## config.mk

```make
export PLATFORM = sky130hd
export DESIGN_NAME = bram2_port_arbiter
export DESIGN_NICKNAME = d
export VERILOG_FILES = /design/src/rtl/bram2_port_arbiter.sv
export SDC_FILE = /design/constraint.sdc
export NUM_CORES = 1
export LEC_CHECK = 0
export CAP_MARGIN = 10
export CORE_MARGIN = 3
export CORE_UTILIZATION = 55
export DETAILED_ROUTE_END_ITERATION = 8
export PLACE_DENSITY_LB_ADDON = 0.25
export REMOVE_ABC_BUFFERS = 1
export SLEW_MARGIN = 20
export SYNTH_ARGS = -nofsm -noshare
export SYNTH_HDL_FRONTEND = slang
export SYNTH_SLANG_ARGS = --single-unit
```

## constraint.sdc

```tcl
create_clock -name clk -period 6.79 [get_ports clk]
set_input_delay 1.358 -clock clk [delete_from_list [all_inputs] [get_ports clk]]
set_output_delay 1.358 -clock clk [all_outputs]
set_load 0.02 [all_outputs]
```

## src/rtl/bram2_port_arbiter.sv

```systemverilog
// Round-robin arbiter sharing one BRAM port between two requesters, with
// per-requester credit-guarded response FIFOs for read data.
module bram2_port_arbiter #(
   parameter int unsigned ADDR_WIDTH = 10,
   parameter int unsigned DATA_WIDTH = 32,
   parameter int unsigned PIPELINED  = 1,
   parameter int unsigned RSP_DEPTH  = 4
) (
   input  logic                  clk,
   input  logic                  rst_n,
   input  logic                  req0_valid,
   output logic                  req0_ready,
   input  logic                  req0_write,
   input  logic [ADDR_WIDTH-1:0] req0_addr,
   input  logic [DATA_WIDTH-1:0] req0_wdata,
   input  logic                  req1_valid,
   output logic                  req1_ready,
   input  logic                  req1_write,
   input  logic [ADDR_WIDTH-1:0] req1_addr,
   input  logic [DATA_WIDTH-1:0] req1_wdata,
   output logic                  rsp0_valid,
   input  logic                  rsp0_ready,
   output logic [DATA_WIDTH-1:0] rsp0_data,
   output logic                  rsp1_valid,
   input  logic                  rsp1_ready,
   output logic [DATA_WIDTH-1:0] rsp1_data,
   output logic                  bram_en,
   output logic                  bram_we,
   output logic [ADDR_WIDTH-1:0] bram_addr,
   output logic [DATA_WIDTH-1:0] bram_di,
   input  logic [DATA_WIDTH-1:0] bram_do
);
   localparam int unsigned LAT = (PIPELINED != 0) ? 2 : 1;
   localparam int unsigned PW  = $clog2(RSP_DEPTH);
   localparam int unsigned CW  = PW + 1;
   localparam int unsigned SW  = CW + 1;

   logic [1:0]            req_valid, req_write, rsp_rdy, rsp_vld;
   logic [1:0]            elig, grant, issue, push, pop;
   logic [ADDR_WIDTH-1:0] req_addr  [2];
   logic [DATA_WIDTH-1:0] req_wdata [2];
   logic                  gid, rd_acc, last_grant;
   logic [1:0]            tag_valid, tag_id;
   logic [CW-1:0]         inflight [2];
   logic [CW-1:0]         count    [2];
   logic [SW-1:0]         occ      [2];
   logic [PW-1:0]         wr_ptr   [2];
   logic [PW-1:0]         rd_ptr   [2];
   logic [DATA_WIDTH-1:0] fifo_mem [2][RSP_DEPTH];

   assign req_valid    = {req1_valid, req0_valid};
   assign req_write    = {req1_write, req0_write};
   assign rsp_rdy      = {rsp1_ready, rsp0_ready};
   assign req_addr[0]  = req0_addr;
   assign req_addr[1]  = req1_addr;
   assign req_wdata[0] = req0_wdata;
   assign req_wdata[1] = req1_wdata;

   // A read is only eligible when its response is guaranteed a FIFO slot
   always_comb begin
      elig = '0;
      for (int n = 0; n < 2; n++) begin
         occ[n]  = {1'b0, count[n]} + {1'b0, inflight[n]};
         elig[n] = req_valid[n] & (req_write[n] | (occ[n] < SW'(RSP_DEPTH)));
      end
   end

   // Round-robin pick; reset forces no grant even before the first edge
   always_comb begin
      grant = '0;
      if (rst_n) begin
         if (elig == 2'b11) grant = last_grant ? 2'b01 : 2'b10;
         else               grant = elig;
      end
   end

   assign gid        = grant[1];
   assign req0_ready = grant[0];
   assign req1_ready = grant[1];

   always_comb begin
      bram_en   = |grant;
      bram_we   = 1'b0;
      bram_addr = '0;
      bram_di   = '0;
      if (bram_en) begin
         bram_we   = req_write[gid];
         bram_addr = req_addr[gid];
         bram_di   = req_wdata[gid];
      end
   end

   assign rd_acc  = bram_en & ~bram_we;
   assign issue   = {rd_acc & gid, rd_acc & ~gid};
   assign push    = {tag_valid[LAT-1] & tag_id[LAT-1], tag_valid[LAT-1] & ~tag_id[LAT-1]};
   assign rsp_vld = {count[1] != '0, count[0] != '0};
   assign pop     = rsp_vld & rsp_rdy;

   assign rsp0_valid = rsp_vld[0];
   assign rsp1_valid = rsp_vld[1];
   assign rsp0_data  = fifo_mem[0][rd_ptr[0]];
   assign rsp1_data  = fifo_mem[1][rd_ptr[1]];

   // Control state: grant history, read tags, credits and FIFO pointers
   always_ff @(posedge clk or negedge rst_n) begin
      if (!rst_n) begin
         last_grant <= 1'b1;
         tag_valid  <= '0;
         for (int n = 0; n < 2; n++) begin
            inflight[n] <= '0;
            count[n]    <= '0;
            wr_ptr[n]   <= '0;
            rd_ptr[n]   <= '0;
         end
      end else begin
         if (bram_en) last_grant <= gid;
         tag_valid <= {tag_valid[0], rd_acc};
         for (int n = 0; n < 2; n++) begin
            case ({issue[n], push[n]})
               2'b10:   inflight[n] <= inflight[n] + CW'(1);
               2'b01:   inflight[n] <= inflight[n] - CW'(1);
               default: ;
            endcase
            case ({push[n], pop[n]})
               2'b10:   count[n] <= count[n] + CW'(1);
               2'b01:   count[n] <= count[n] - CW'(1);
               default: ;
            endcase
            if (push[n]) wr_ptr[n] <= wr_ptr[n] + PW'(1);
            if (pop[n])  rd_ptr[n] <= rd_ptr[n] + PW'(1);
         end
      end
   end

   // Tag ids and FIFO storage carry no reset
   always_ff @(posedge clk) begin
      tag_id <= {tag_id[0], gid};
      for (int n = 0; n < 2; n++) begin
         if (push[n]) fifo_mem[n][wr_ptr[n]] <= bram_do;
      end
   end

   a_occ0: assert property (@(posedge clk) disable iff (!rst_n) occ[0] <= SW'(RSP_DEPTH));
   a_occ1: assert property (@(posedge clk) disable iff (!rst_n) occ[1] <= SW'(RSP_DEPTH));
endmodule

```

==> run summary, run 1 <==
Vias: 6567
reg2reg setup slack: 3310 ps
clock latency on the worst-skew pair: 510 ps
worst hold margin: 328 ps
total core area: 19800 sq um
Cells after Synth: 617
Crit Path Category: input port to output pin
Die Y: 150 um
post-route insts no fill: 1131
Synth area leader: edfxtp_1
static leakage: 4.96 nW
Internal: 3.75 mW
R2R depth: 11
min-delay worst type: flip-flop to flip-flop
ANT nets after route: 0
Seq pwr share: 40.2%
Ports: 236
CTS tree: built
Synth-to-Final Area Change: 29.0%
Die ar.: 22400 sq um
DRC violations left: 0
DR pass1 iterations: 4
vias in the first global route: 7296
total global-route track usage: 27.6%
clock sinks: 281
crit-path max FO: 21
minimum clock period: 5700 ps
PwrDens: 377 nW/um^2
crit-path leading delay family: buffers and inverters
most common cell in the netlist: edfxtp_1
Critical-path top delay cell: o21ai_2
final WL: 29.9 mm
hpwl dp: 18.8 mm
first-pass GRT wire length: 45.1 mm
largest net degree at the start of global routing: 87
Reg area: 8310 sq um
worst r2r src: count[2]$_DFFE_PN0P_
Sw Pwr: 1.77 mW
EDFF count, synth: 256
synth cell count leaders: 256 x edfxtp_1, 90 x nand2_1, 64 x mux4_2, 42 x o22ai_1, 22 x dfrtp_1
area used by multi-input combinational logic: 2820 sq um
Fin. Hold Viols: 0
crit path launch type: input port
RSZ-0062 raised after global routing: no
Site Rows: 51
HP Start: tag_id[0]$_DFF_P_
Mean Syn Cell Area: 18.4 sq um
outcome: finished clean
Critical Path Sink Type: output pin
Bufs and invs on worst path: 3
critical path, cell by cell: clkdlybuf4s50_1 > or4b_4 > o21a_1 > o21ai_2 > buf_4 > o22ai_1 > clkdlybuf4s50_1
Final setup viols: 0
Clk network pwr share: 23.2%
Max Clock Skew: 10.7 ps
synth unique cells: 39
antenna violations before repair: 1
end of the worst register-to-register path: inflight[2]$_DFFE_PN0P_
gr busiest metal: met2
clk buf depth: 3
fillcell total: 1129
Seq/Total Area, Yosys: 73.2%
nets@finish: 993
maximum VDD drop: 0.197 mV
Worst-path clk slew: 60 ps
fraction of registers with async set/reset: 8.19%
Global Route met3 Usage: 5.27%
power consumption: 5.52 mW
#FFs+latches synth: 281
yosys warns: 0
ranking of synthesized cells by area: edfxtp_1 68%, mux4_2 13%, dfrtp_1 4.9%
post-CTS resize count: 0
layout cell share with drive strength beyond 1: 14.2%
dominant synthesized flop cell: edfxtp_1
Port Buffers: 235
Comb power frac: 36.6%
final instance area: 14600 sq um
placed insts: 1087
area post-placement: 13900 sq um
CTS Buf Count: 25
CP arrival: 4340 ps
Max Freq: 176 MHz
Final Max Slew Viols: 0
Final Cycle Share: 83.9%
Worst Hold End: tag_id[1]$_DFF_P_
die span in x: 150 um
Syn Std Cell Area: 11300 sq um
Yosys top cell area share: 67.7%
H-Tree Level Count: 1
CP most frequent cell: clkdlybuf4s50_1
grt ovf: 0
CP max stage delay: 740 ps
Starting Density: 57.2%
Max-Cap Viols: 0
met2 Usage GRT: 51.5%
routed vias/inst: 5.81
Initial DRC Count: 342
cts hold-fix bufs: 0
hold-critical path depth: 0
Worst Path Required: 5430 ps
switching share of power: 32.1%
Tightest Pin Transition: 1010 ps
grt met1 use: 31.5%
Rel. slew slack: 32.5%
mean routed wirelength per cell: 26.5 um
setup TNS: 0 ps
CTS root buf: clkbuf_16
Final Wtd Congestion: 0.933
Post-CTS Setup Repair Bufs: 0
==> worst max-delay path by stage <==
| stage | from | endpoint | slack (ps) | depth (start not counted) |
|---|---|---|---|---|
| global placement | req1_valid | bram_di[23] | 1200 | 7 |
| global route | req1_valid | bram_di[22] | 1030 | 7 |
| floorplan | req1_valid | bram_addr[0] | 2140 | 4 |
| detailed placement | req1_valid | bram_di[15] | 1120 | 7 |
| CTS | req1_valid | bram_di[15] | 1120 | 7 |
| finish | req1_valid | bram_di[15] | 1090 | 7 |
==> cell families after synthesis <==
logic type      after synthesis  synth area share [%]
compound gates               58                  3.24
xor+xnor                     18                  1.39
fa+ha+maj                    20                  2.47
buf+inv                      53                  2.12
flops                       281                  73.2
mux                          68                  13.1
simple gates                119                  4.55
==> placed cells by master (no fill, tap or decap), drive strengths merged, types with 7 or more instances in the layout <==
master and n:
edfxtp 256, clkdlybuf4s50 234, nand2 90, mux4 64
o22ai 42, clkbuf 31, dfrtp 22, inv 17
ha 16, clkinv 11, xnor2 9, xor2 9
and2 8, nor2 7, buf 7
==> power by group through the flow <==
stage / Combinational (mW) / Sequential [mW] / Clock, mW
final: 2.02 / 2.22 / 1.28
after global routing: 2.14 / 2.24 / 1.36
after CTS: 2.05 / 2.22 / 1.30
after detailed placement: 2.01 / 2.25 / 0
after global placement: 1.96 / 2.24 / 0
after floorplan: 1.10 / 2.23 / 0
==> worst reg2reg max path: cells and delay by family, from the launching register on <==
family          cells  cell delay, ps
flops               1             410
fa+ha+maj           3             930
simple gates        3            1030
compound gates      2             440
buf+inv             1             270
xor+xnor            2             300
==> stage by stage <==
stage / util (%) / setup slack, ps
floorplan: - / 2140
finish: 73.8 / 1090
detailed placement: 70.1 / 1120
CTS: 73.8 / 1120
global placement: 70.1 / 1200
global route: 73.8 / 1030
==> cell type report <==
type | count | area share, %
clock inverter | 12 | 0.538
tap | 265 | 2.26
timing repair buffer | 241 | 16.4
clock buffer | 31 | 4.43
inverter | 17 | 0.436
antenna | 1 | 0.0171
sequential | 281 | 56.7
multi-input combinational | 283 | 19.2
==> per-layer routing <==
layer / wire length, um / up-vias / part of all wire, %
li1: - / 2879 / -
met1: 10400 / 3353 / 35
met2: 16700 / 299 / 56
met3: 1950 / 36 / 6.5
met4: 918 / 0 / 3.1
met5: 0 / - / 0
==> flip-flops by register name, indices dropped and copies added (netlist names) <==
| signal | flops |
|---|---|
| tag_id | 2 |
| count | 6 |
| fifo_mem | 256 |
| tag_valid | 2 |
| last_grant | 1 |
| wr_ptr | 4 |
| inflight | 6 |
| rd_ptr | 4 |
No activity file was read; power rests on OpenSTA's default activity.
==> run 2, diff against run 1 <==
- CORE_UTILIZATION: 55 -> 51
- clock period: 6.79 -> 5.4 ns (I/O delays scaled with it)
==> run summary, run 2 (synthesis results as in run 1) <==
Critical Path Sink Type: output pin
hold-critical path depth: 0 (unchanged)
mean routed wirelength per cell: 22.9 um (-14%)
worst slack at placement: 760 ps (-363 ps)
end of the worst register-to-register path: inflight[2]$_DFFE_PN0P_
worst r2r src: count[2]$_DFFE_PN0P_
Fin. Hold Viols: 0 (unchanged)
reg2reg setup slack: 2240 ps (-1070 ps)
clk buf depth: 3 (unchanged)
H-Tree Level Count: 1 (unchanged)
HP Start: tag_id[0]$_DFF_P_
Routed met1 length: 9.47 mm (-8.6%)
Ports: 236 (unchanged)
routed vias/inst: 5.74 (-1.1%)
DR pass1 iterations: 5 (+1)
antenna violations before repair: 2 (+1)
Initial DRC Count: 503 (+47%)
static leakage: 4.99 nW (+0.57%)
Post-CTS Setup Repair Bufs: 0 (unchanged)
R2R depth: 10 (-1)
DRC violations left: 0 (unchanged)
min-delay worst type: flip-flop to flip-flop
met3 routed WL: 2.06 mm (+5.7%)
Die ar.: 24100 sq um (+7.5%)
Tightest Pin Transition: 1000 ps (-6.97 ps)
hpwl dp: 17.1 mm (-9.0%)
fillcell total: 1397 (+24%)
clock latency on the worst-skew pair: 510 ps (about the same)
Die Y: 155 um (+3.7%)
commonest cells after routing, fill and taps aside: 256 x edfxtp_1, 234 x clkdlybuf4s50_1, 90 x nand2_1
Vias: 6575 (+0.12%)
vias in the first global route: 7003 (-4.0%)
Final Wtd Congestion: 1.00 (+7.2%)
Port Buffers: 235 (unchanged)
Worst Hold End: tag_id[1]$_DFF_P_
CTS tree: built
Max Used Layer: met4
setup TNS: 0 ps (unchanged)
total global-route track usage: 21.8% (-5.8 points)
Starting Density: 53.0% (-4.2 points)
PwrDens: 475 nW/um^2 (+26%)
final WL: 26.2 mm (-12%)
maximum VDD drop: 0.310 mV (+57%)
most common cell after layout, fill and taps aside: edfxtp_1
crit path launch type: input port
Max Freq: 214 MHz
outcome: finished clean
CTS Buf Count: 26 (+4.0%)
WL met2: 13.9 mm (-17%)
power consumption: 7.00 mW (+27%)
Final WS setup: 735 ps (-359 ps)
cts hold-fix bufs: 0 (unchanged)
Final Cycle Share: 86.4%
clock sinks: 281 (unchanged)
crit-path max FO: 43 (+100%)
die span in x: 155 um (+3.7%)
post-route insts no fill: 1145 (+1.2%)
Max Clock Skew: 8.04 ps (-2.63 ps)
nets@finish: 994 (+0.10%)
Crit Path Category: input port to output pin
grt ovf: 0 (unchanged)
Max-Cap Viols: 0 (unchanged)
CTS root buf: clkbuf_16
post-CTS resize count: 0 (unchanged)
Worst Path Required: 4320 ps (-1110 ps)
Final Max Slew Viols: 0 (unchanged)
CP arrival: 3580 ps (-760 ps)
first-pass GRT wire length: 39.9 mm (-12%)
Site Rows: 53 (+3.9%)
Final setup viols: 0 (unchanged)
Rel. slew slack: 33.0% (+0.46 points)
layout cell share with drive strength beyond 1: 14.5% (+0.30 points)
largest net degree at the start of global routing: 57 (-34%)
placed insts: 1097 (+0.92%)
RSZ-0062 raised after global routing: no
minimum clock period: 4660 ps
total core area: 21400 sq um (+7.9%)
worst hold margin: 326 ps (-2.02 ps)
max FFs per register: 256 (unchanged)
Worst-path clk slew: 60 ps (about the same)
Synth-to-Final Area Change: 30.0%
ANT nets after route: 0 (unchanged)
run 2: cell count changes in the layout (fill, tap and decap cells not counted), sizes merged:
cell	previous run	this run
clkinvlp	0	3
clkinv	11	9
bufinv	1	2
clkbuf	31	32
diode	1	2
run 2: layout make-up:
| cell class | instances | area [sq um] | area share [%] |
|---|---|---|---|
| multi-input combinational | 283 | 2820 | 19.1 |
| sequential | 281 | 8310 | 56.3 |
| inverter | 17 | 63.8 | 0.433 |
| tap | 275 | 344 | 2.33 |
| timing repair buffer | 241 | 2390 | 16.2 |
| clock inverter | 14 | 124 | 0.840 |
| antenna | 2 | 5.00 | 0.0339 |
| clock buffer | 32 | 694 | 4.71 |
run 2: stage by stage:
step           utilization (%)  area, sq um
2_1_floorplan                -        11200
3_3_place_gp              65.0        13900
3_5_place_dp              65.0        13900
4_1_cts                   68.8        14700
5_1_grt                   68.9        14800
6_report                  68.9        14800
run 2: worst max-delay path by stage:
stage	start	end	slack (ps)	depth (start not counted)
2_1_floorplan	req1_valid	bram_addr[0]	1310	4
3_3_place_gp	req1_valid	bram_addr[4]	840	7
3_5_place_dp	req0_valid	bram_di[25]	760	7
4_1_cts	req0_valid	bram_di[25]	760	7
5_1_grt	req0_valid	bram_di[25]	540	7
6_report	req0_valid	bram_di[25]	740	7
run 2: routing by layer:
metal / vias up / global-route usage, %
met3: 49 / 4.76
met5: - / 0
met1: 3296 / 25.6
met4: 0 / 7.96
met2: 338 / 39.6
li1: 2892 / -
run 2: power by group:
| part | leakage (nW) | total (mW) | internal [mW] | switching (mW) |
|---|---|---|---|---|
| Clock | 0.389 | 1.74 | 1.01 | 0.734 |
| Combinational | 2.01 | 2.43 | 1.29 | 1.14 |
| Sequential | 2.59 | 2.83 | 2.52 | 0.309 |
| Total | 4.99 | 7.00 | 4.81 | 2.19 |
run 2: critical path, stage by stage:
cell	delay, ps
clkdlybuf4s50_1	510
nor4b_1	440
a21oi_1	210
o21ai_2	190
buf_4	420
o22ai_1	140
clkdlybuf4s50_1	580
==> run 3, diff against run 2 <==
- PLACE_DENSITY: unset -> 0.81
- PLACE_DENSITY_LB_ADDON: 0.25 -> unset
- clock period: 5.4 -> 4.3 ns (I/O delays scaled with it)
==> run summary, run 3 (synthesis results as in run 1) <==
DR pass1 iterations: 4 (-1)
maximum VDD drop: 0.365 mV (+18%)
Port Buffers: 235 (unchanged)
total global-route track usage: 22.6% (+0.73 points)
grt ovf: 0 (unchanged)
Bufs and invs on worst path: 3 (unchanged)
most common cell after layout, fill and taps aside: edfxtp_1
Die ar.: 24100 sq um (unchanged)
Rel. slew slack: 34.6% (+1.6 points)
max FFs per register: 256 (unchanged)
crit path launch type: input port
CP arrival: 3290 ps (-290 ps)
CP max stage delay: 640 ps (+60 ps)
Max Clock Skew: 21.5 ps (+13.5 ps)
RSZ-0062 raised after global routing: no
Final Wtd Congestion: 0.870 (-13%)
Final Max Slew Viols: 0 (unchanged)
worst hold margin: 335 ps (+9.12 ps)
layout cell share with drive strength beyond 1: 15.5% (+0.97 points)
crit-path max FO: 44 (+2.3%)
Initial DRC Count: 373 (-26%)
Ports: 236 (unchanged)
final WL: 26.6 mm (+1.7%)
setup TNS: 0 ps (unchanged)
Fin. Hold Viols: 0 (unchanged)
clk buf depth: 3 (unchanged)
Worst Path Required: 3440 ps (-880 ps)
minimum clock period: 4150 ps
die span in x: 155 um (unchanged)
Site Rows: 53 (unchanged)
PwrDens: 600 nW/um^2 (+27%)
CTS Buf Count: 27 (+3.8%)
Worst-path clk slew: 60 ps (about the same)
hpwl dp: 17.1 mm (about the same)
Max Freq: 241 MHz
commonest cells after routing, fill and taps aside: 256 x edfxtp_1, 234 x clkdlybuf4s50_1, 90 x nand2_1
first-pass GRT wire length: 41.7 mm (+4.5%)
routed vias/inst: 5.65 (-1.6%)
Critical Path Sink Type: output pin
Starting Density: 53.0% (unchanged)
crit-path leading delay family: buffers and inverters
min-delay worst type: flip-flop to flip-flop
Final Cycle Share: 96.6%
clock latency on the worst-skew pair: 520 ps (about the same)
worst slack at placement: 79.6 ps (-680 ps)
ANT nets after route: 0 (unchanged)
static leakage: 5.04 nW (+1.1%)
DRC violations left: 0 (unchanged)
CTS tree: built
nets@finish: 996 (+0.20%)
Synth-to-Final Area Change: 30.7%
Crit Path Category: input port to output pin
Final setup viols: 0 (unchanged)
antenna violations before repair: 2 (unchanged)
CTS root buf: clkbuf_16
Tightest Pin Transition: 981 ps (-24.4 ps)
Max-Cap Viols: 0 (unchanged)
mean routed wirelength per cell: 23.2 um (+1.4%)
Final WS setup: 147 ps (-589 ps)
post-route insts no fill: 1148 (+0.26%)
critical path, cell by cell: clkdlybuf4s50_1 > or4b_4 > o21ai_1 > o21ai_2 > buf_12 > o22ai_1 > clkdlybuf4s50_1
Die Y: 155 um (unchanged)
Vias: 6490 (-1.3%)
Critical-path top delay cell: clkdlybuf4s50_1
largest net degree at the start of global routing: 50 (-12%)
placed insts: 1098 (+0.091%)
fillcell total: 1358 (-2.8%)
vias in the first global route: 7178 (+2.5%)
total core area: 21400 sq um (unchanged)
outcome: finished clean
CP most frequent cell: clkdlybuf4s50_1
H-Tree Level Count: 1 (unchanged)
clock sinks: 281 (unchanged)
## run 3: changes by cell type in the layout (fill, tap and decap cells not counted)
cell        previous run  this run
buf_12                 0         4
buf_4                  7         4
bufinv_16              2         1
clkbuf_1               5         3
clkbuf_8               0         3
clkinv_1               6         3
clkinv_2               2         8
clkinv_4               1         0
clkinvlp_4             3         2
diode_2                2         1
inv_6                  0         2
o21ai_0                4         3
o21ai_1                0         1
## run 3: worst paths after layout
kind | cells past startpoint | slack, ps | start | end
min in group asynchronous | 2 | 600 | rst_n | rd_ptr[2]$_DFFE_PN0P_
hold / removal | 0 | 340 | tag_id[0]$_DFF_P_ | tag_id[1]$_DFF_P_
hold reg to reg | 0 | 340 | tag_id[0]$_DFF_P_ | tag_id[1]$_DFF_P_
setup reg to reg | 11 | 1020 | inflight[2]$_DFFE_PN0P_ | inflight[2]$_DFFE_PN0P_
setup / recovery | 7 | 150 | req1_valid | bram_di[4]
max in group asynchronous | 2 | 3320 | rst_n | rd_ptr[0]$_DFFE_PN0P_
## run 3: layout make-up
class	instances	area (sq um)	share of cell area (%)
clock buffers	33	728	4.91
flip-flops and latches	281	8310	56.0
diodes	1	2.50	0.0169
clock inverters	16	114	0.768
multi-input cells	283	2820	19.0
well taps	275	344	2.32
inverters	17	63.8	0.430
repair buffers	242	2450	16.5
## run 3: metal layers
layer | vias up | wire length [um] | global-route usage [%]
met5 | - | 7 | 0
met4 | 2 | 671 | 6.71
met3 | 47 | 2240 | 5.31
met2 | 305 | 13900 | 39.0
met1 | 3242 | 9810 | 28.8
li1 | 2894 | - | -
## run 3: worst reg2reg max path, cell delays in order, from the launching register on
cell	delay, ps
dfrtp_1	390
ha_1	290
or4b_4	550
o21ai_1	280
o21ai_2	130
buf_12	200
or3_1	340
ha_1	230
fa_1	380
xnor2_1	160
nor2_1	60
xor2_1	140
## run 3: power by group
part           switching [mW]  total, mW  internal (mW)
Combinational            1.49       3.15           1.66
Clock                   0.966       2.23           1.27
Sequential              0.360       3.52           3.16
## run 3: timing repair
action                                  4_1_cts  5_1_grt
endpoints found under the setup margin        0       43
gates resized for setup                       0        1
hold buffers                                  0        0
setup buffers                                 0        0
## run 3: stage by stage
step	utilization (%)	total power [mW]	instance area (sq um)
2_1_floorplan	-	5.25	11200
3_3_place_gp	65.3	6.67	14000
3_5_place_dp	65.3	6.76	14000
4_1_cts	69.2	9.00	14800
5_1_grt	69.2	9.33	14800
6_report	69.2	8.90	14800
